File: config.mk
export PLATFORM = sky130hd
export DESIGN_NAME = dbg_slave_arb
export DESIGN_NICKNAME = d
export VERILOG_FILES = /design/src/rtl/dbg_slave_arb.sv
export SDC_FILE = /design/constraint.sdc
export NUM_CORES = 1
export LEC_CHECK = 0
export CORE_AREA = 2 2 106 108
export CTS_CLUSTER_DIAMETER = 120
export DETAILED_ROUTE_END_ITERATION = 10
export DIE_AREA = 0 0 108 110
export HOLD_SLACK_MARGIN = 0.08
export PLACE_DENSITY_LB_ADDON = 0.2
export SYNTH_ARGS = -nofsm -noshare
export SYNTH_HDL_FRONTEND = slang
export SYNTH_SLANG_ARGS = --single-unit
File: constraint.sdc
create_clock -name clk_sys_i -period 2.04 [get_ports clk_sys_i]
set_input_delay 0.408 -clock clk_sys_i [delete_from_list [all_inputs] [get_ports clk_sys_i]]
set_output_delay 0.408 -clock clk_sys_i [all_outputs]
set_load 0.02 [all_outputs]
File: src/rtl/dbg_slave_arb.sv
// Arbitrates the core instruction port and a bus device onto the single
// debug-module memory slave, with starvation protection for instruction fetches.
module dbg_slave_arb #(
   parameter int unsigned AddrWidth = 32,
   parameter int unsigned DataWidth = 32,
   parameter int unsigned MaxWait   = 4
) (
   input  logic                   clk_sys_i,
   input  logic                   rst_sys_ni,

   input  logic                   instr_req_i,
   input  logic [AddrWidth-1:0]   instr_addr_i,
   output logic                   instr_gnt_o,
   output logic                   instr_rvalid_o,
   output logic [DataWidth-1:0]   instr_rdata_o,

   input  logic                   data_req_i,
   input  logic                   data_we_i,
   input  logic [DataWidth/8-1:0] data_be_i,
   input  logic [AddrWidth-1:0]   data_addr_i,
   input  logic [DataWidth-1:0]   data_wdata_i,
   output logic                   data_gnt_o,
   output logic                   data_rvalid_o,
   output logic [DataWidth-1:0]   data_rdata_o,

   output logic                   slave_req_o,
   output logic                   slave_we_o,
   output logic [DataWidth/8-1:0] slave_be_o,
   output logic [AddrWidth-1:0]   slave_addr_o,
   output logic [DataWidth-1:0]   slave_wdata_o,
   input  logic [DataWidth-1:0]   slave_rdata_i
);

   localparam int unsigned BeWidth   = DataWidth / 8;
   localparam logic [3:0]  StarveMax = 4'(MaxWait);

   logic [3:0] r_starve;
   logic       r_rspValid;
   logic       r_rspSel;

   logic       w_forceInstr;
   logic       w_instrGnt;
   logic       w_dataGnt;
   logic       w_slaveReq;
   logic       w_instrRvalid;
   logic       w_dataRvalid;

   assign w_forceInstr = (r_starve == StarveMax);

   // Data normally wins a collision; once the fetch side has lost MaxWait
   // times in a row it takes the slot. Reset forces every grant low.
   always_comb begin
      w_instrGnt = 1'b0;
      w_dataGnt  = 1'b0;
      if (rst_sys_ni) begin
         w_instrGnt = instr_req_i & (~data_req_i | w_forceInstr);
         w_dataGnt  = data_req_i & ~w_instrGnt;
      end
   end

   assign w_slaveReq  = w_instrGnt | w_dataGnt;
   assign instr_gnt_o = w_instrGnt;
   assign data_gnt_o  = w_dataGnt;
   assign slave_req_o = w_slaveReq;

   // Counts consecutive lost fetch cycles; any fetch grant or idle fetch clears it.
   always_ff @(posedge clk_sys_i or negedge rst_sys_ni) begin
      if (!rst_sys_ni) begin
         r_starve <= 4'd0;
      end else if (instr_req_i && !w_instrGnt) begin
         if (r_starve != StarveMax) begin
            r_starve <= r_starve + 4'd1;
         end
      end else begin
         r_starve <= 4'd0;
      end
   end

   // Fetches are always full-word reads; an idle slave sees an all-zero command.
   always_comb begin
      slave_we_o    = 1'b0;
      slave_be_o    = '0;
      slave_addr_o  = '0;
      slave_wdata_o = '0;
      if (w_instrGnt) begin
         slave_be_o   = {BeWidth{1'b1}};
         slave_addr_o = instr_addr_i;
      end else if (w_dataGnt) begin
         slave_we_o    = data_we_i;
         slave_be_o    = data_be_i;
         slave_addr_o  = data_addr_i;
         slave_wdata_o = data_wdata_i;
      end
   end

   // The slave answers one cycle after every accepted command, so a single
   // stage remembering who was granted is enough for full throughput.
   always_ff @(posedge clk_sys_i or negedge rst_sys_ni) begin
      if (!rst_sys_ni) begin
         r_rspValid <= 1'b0;
         r_rspSel   <= 1'b0;
      end else begin
         r_rspValid <= w_slaveReq;
         r_rspSel   <= w_dataGnt;
      end
   end

   assign w_instrRvalid  = r_rspValid & ~r_rspSel;
   assign w_dataRvalid   = r_rspValid & r_rspSel;
   assign instr_rvalid_o = w_instrRvalid;
   assign data_rvalid_o  = w_dataRvalid;
   assign instr_rdata_o  = {DataWidth{w_instrRvalid}} & slave_rdata_i;
   assign data_rdata_o   = {DataWidth{w_dataRvalid}} & slave_rdata_i;

endmodule

After elaboration in Yosys (flattened, before gate mapping). Cells that the tools add are included.

Register bits after elaboration: 6. Input port bits: 137.

Add/sub/neg operators: 1. Reductions and logical operators: 2. Multiplexer cells: 12. Equal/unequal tests: 3. Bitwise logic cells: 11.

Operators by type and width (number): $mux 32 (4); $and 32x32->32 (2); $mux 4 (4); $add 4x1->4 const B (1); $and 1x1->1 (4); $eq 4x3->1 const B (1); $mux 1 (4); $ne 4x3->1 const B (1); $not 1->1 (3); $ne 2x1->1 const B (1); $or 1x1->1 (2); $logic_and 1x1->1 (1); $logic_not 1->1 (1).

Depth between registers and ports, before layout.
Depth after elaboration: 8. Mapped depth: 7. Gate-level depth less buffers: 5.

Least setup slack after synthesis. Ideal clock, no wire load.

Path type: register -> output. From: reg r_starve[0]. To: out slave_addr_o[10]. Slack: 0.123 ns. Arrival: 1.509 ns. Stages on the path, launching flop included: 8. Cells stage by stage: dfrtp_1 -> inv_1 -> ha_1 -> and3b_4 -> a21oi_4 -> buf_6 -> buf_6 -> a22o_1.

Word-level cells in the longest chain between the ends: 8. Elaborated cells between the ends (all ways): 9. Those cells by class: eq/ne: 1; mux: 4; bitwise: 4.

Ends and longest elaborated chain: start, declared (RTL line 37) `logic [3:0] r_starve;`; start signal, assigned (RTL line 72) `r_starve <= r_starve + 4'd1;`; $eq 4x3->1 (*) (RTL line 48) `assign w_forceInstr = (r_starve == StarveMax);`; $or 1x1->1 (*) (RTL line 56) `w_instrGnt = instr_req_i & (~data_req_i | w_forceInstr);`; $and 1x1->1 (*) (RTL line 56); $not 1->1 (RTL line 57) `w_dataGnt = data_req_i & ~w_instrGnt;`; $and 1x1->1 (RTL line 57); $mux 1 (RTL line 55) `if (rst_sys_ni) begin`; $mux 32 (RTL line 88) `end else if (w_dataGnt) begin`; $mux 32 (*) (RTL line 85) `if (w_instrGnt) begin`; end, declared (RTL line 29) `output logic [AddrWidth-1:0] slave_addr_o,`.

Mark *: on every way between the ends. The rest lies on a longest branch, timed or not.

Final worst setup path.
From: reg r_starve[1]. To: out slave_req_o.

Word-level cells in the longest chain between the ends: 7. Elaborated cells between the ends (all ways): 8. Those cells by class: eq/ne: 1; mux: 2; bitwise: 5.

Ends and longest elaborated chain: $eq 4x3->1 (*) (RTL line 48); $or 1x1->1 (*) (RTL line 56); $and 1x1->1 (*) (RTL line 56); $not 1->1 (RTL line 57); $and 1x1->1 (RTL line 57); $mux 1 (RTL line 55); $or 1x1->1 (*) (RTL line 61) `assign w_slaveReq = w_instrGnt | w_dataGnt;`; end, declared (RTL line 26) `output logic slave_req_o,`.

Marks and branches as above.

==> flow_metrics.py <==
metrics = {
    "status": {
        "status": "finished, violations left",
        "violations": "negative setup slack",
    },
    "logic_synthesis": {
        "syn_area_um2": 1390,
        "yosys_warnings": 0,
        "synth_nets": 324,
        "synthDistinctLibCells": 23,
        "post_synth_inst_count": 185,
        "yosysSeqAreaShare": 0.108,
        "syn_area_per_cell_um2": 7.49,
        "synth_seq_cells": 6,
    },
    "sta": {
        "max_freq_ghz": 0.441,
        "fin_ws_ns": -0.225,
        "drv_slew": 0,
        "timing.final.crit_share": 1.11,
        "finalSetupTns_ns": -10.46,
        "max_slew_margin": 0.789,
        "finalCriticalPeriod_ns": 2.27,
        "fin_skew_ns": 0.00220,
        "worst_slew_pin_slew_ns": 0.313,
        "rsz0062_at_grt": "yes",
        "setup_violations": 72,
        "hold_viol_final": 0,
    },
    "route": {
        "dr.pass1.iters": 4,
        "wl_met2_um": 5330,
        "vias": 2562,
        "wl_met3_um": 885,
        "drt-vias-per-instance": 4.13,
        "routed_wl_um": 9680,
        "drtIter0Drc": 107,
        "wl_per_cell_um": 15.6,
        "postRouteAntennaNets": 0,
        "wl_met1_um": 3360,
        "top_layer": "met4",
        "route.detailed.drc": 0,
    },
    "power": {
        "p_per_area_nw_per_um2": 273,
        "power_mw": 1.34,
        "ir_drop_mv": 0.155,
        "p_sw_frac": 0.350,
        "p_leak_nw": 2.74,
        "power_frac_clock": 0.131,
        "switching_power_mw": 0.470,
        "intPower_mw": 0.873,
        "p_seq_frac": 0.098,
        "pwr-share-comb": 0.771,
    },
    "die": {
        "ios": 275,
        "die_y_um": 110,
        "initial_core_util": 0.130,
        "die-width_um": 108,
        "die-area_um2": 11900,
        "rows": 38,
        "core_area_um2": 10700,
    },
    "cells_and_area": {
        "final_common_cell": "clkdlybuf4s50_1",
        "multiInputGateArea_um2": 1190,
        "fin_cells": 621,
        "mostFrequentLayoutCells": "clkdlybuf4s50_1 (134), buf_6 (68), dlygate4sd2_1 (51)",
        "seq_area_um2": 150,
        "drive_gt1_frac": 0.304,
        "final_nets": 622,
        "synthToLayoutAreaGrowth_pct": 255,
        "fillCellCount": 1063,
        "antennaDiodeCount": 0,
    },
    "worst_setup_path": {
        "crit_chain": "inv_1 > ha_2 > and3b_4 > a21oi_4 > buf_6 > buf_12 > buf_16 > or2_4 > buf_6",
        "crit_arrival_ns": 1.86,
        "worstSetupPathType": "flip-flop to output port",
        "crit_fanout": 7,
        "max_stage_delay_ns": 0.36,
        "cp.required_ns": 1.63,
        "timing.critical_path.mode_cell": "buf_6",
        "cp-start-kind": "flip-flop",
        "crit_path_end_kind": "output port",
        "worst_path_max_delay_cell": "dfrtp_1",
    },
    "grt": {
        "grt_use_total": 0.145,
        "grt_pass1_wl_um": 13400,
        "grt_pass1_vias": 2525,
        "overflow": 0,
        "grt_max_degree": 34,
        "grt_antenna_before_repair": 0,
    },
    "clock_tree": {
        "cts_root_buf": "clkbuf_8",
        "numCtsBuffers": 3,
        "clk_pin_slew_ns": 0.04,
        "cts_hold_buf": 0,
        "clockBufferDepth": 2,
        "tritoncts": "yes",
        "cts.sinks": 6,
        "cts_max_level": 1,
        "insertion_delay_ns": 0.22,
    },
    "placement": {
        "detailed_place_hpwl_um": 6900,
        "place_inst": 597,
        "routabilityCongestion": 0.731,
        "numPortBuffers": 274,
    },
    "worst_hold_path": {
        "hold_path.class": "primary input to asynchronous set/reset pin",
    },
    "job": {
        "cap_violations": 0,
    },
}
-- Yosys cell counts --
cell type,n,area (um^2)
nand2_1,3,11.3
o21ai_0,1,5.00
buf_6,6,67.6
and2_1,66,413
nor2_1,1,3.75
xnor2_1,2,17.5
nand3_1,1,5.00
clkbuf_1,10,37.5
or2_2,1,6.26
inv_1,3,11.3
buf_2,3,15.0
dfrtp_1,6,150
buf_4,1,7.51
nor2b_1,1,6.26
a31o_2,4,35.0
a21oi_1,1,5.00
mux2_2,2,22.5
nand3b_1,1,7.51
a21oi_4,1,16.3
and3_1,36,225
ha_1,2,25.0
a22o_1,32,280
and3b_4,1,12.5
-- sequential cells by signal (all words and copies together), names as in the netlist --
register	count
r_starve	4
r_rspSel	1
r_rspValid	1
-- final cells by class --
cell class	count	area share
timing repair buffer	313	0.681
multi-input combinational	156	0.243
tap	140	0.0356
sequential	6	0.0305
clock buffer	3	0.00840
inverter	3	0.00229
-- cell families after synthesis --
family / Yosys count / share of synthesized area
AND/OR/NAND/NOR: 111 / 0.498
buffers and inverters: 23 / 0.100
multiplexers: 2 / 0.0162
adder cells (fa/ha/maj): 2 / 0.0180
flip-flops: 6 / 0.108
XOR/XNOR: 2 / 0.0126
AO/OA/AOI/OAI: 39 / 0.246
-- path summary, 6_finish.rpt --
check | end | from | slack (ns) | depth (start not counted)
max | slave_req_o | r_starve[1] | -0.23 | 9
min | r_starve[2] | rst_sys_ni | 0.29 | 2
max reg2reg | r_rspValid | r_starve[1] | 0.28 | 9
min reg2reg | r_starve[0] | r_starve[0] | 0.73 | 3
max in group asynchronous | r_rspSel | rst_sys_ni | 1.59 | 2
min in group clk_sys_i | r_starve[0] | r_starve[0] | 0.73 | 3
-- through the flow --
stage / setup WS, ns / area, um^2 / util / hold WS, ns
2_1_floorplan: 0.123 / 1390 / - / 0.112
3_3_place_gp: -0.619 / 4350 / 0.407 / 0.718
3_5_place_dp: -0.613 / 4350 / 0.407 / 0.720
4_1_cts: -0.211 / 4820 / 0.451 / 0.296
5_1_grt: -0.312 / 4920 / 0.460 / 0.315
6_report: -0.225 / 4920 / 0.460 / 0.292
-- worst max-delay path: cells and delay by family, from the launching register on --
kind | cells | cell delay, ns
adder cells (fa/ha/maj) | 1 | 0.18
AND/OR/NAND/NOR | 2 | 0.45
buffers and inverters | 5 | 0.58
flip-flops | 1 | 0.36
AO/OA/AOI/OAI | 1 | 0.06
-- repair_timing --
item / 4_1_cts / 5_1_grt
gates resized for setup: 509 / 18
gates cloned: 9 / 2
endpoints found under the hold margin: 0 / 0
setup endpoints to repair: 132 / 89
setup buffers: 10 / 0
pin swaps: 21 / 7
-- layer usage --
metal / GRT usage / up-vias
li1: - / 1254
met4: 0.0348 / 0
met5: 0 / -
met1: 0.159 / 1152
met3: 0.0388 / 8
met2: 0.279 / 148
-- power groups by stage --
stage / clock network, mW / registers [mW] / logic, mW
final: 0.176 / 0.131 / 1.04
after global routing: 0.191 / 0.132 / 1.10
after CTS: 0.183 / 0.131 / 1.03
after detailed placement: 0 / 0.132 / 0.923
after global placement: 0 / 0.132 / 0.919
after floorplan: 0 / 0.136 / 0.350
Note: power is estimated with default switching activity, not from simulation.
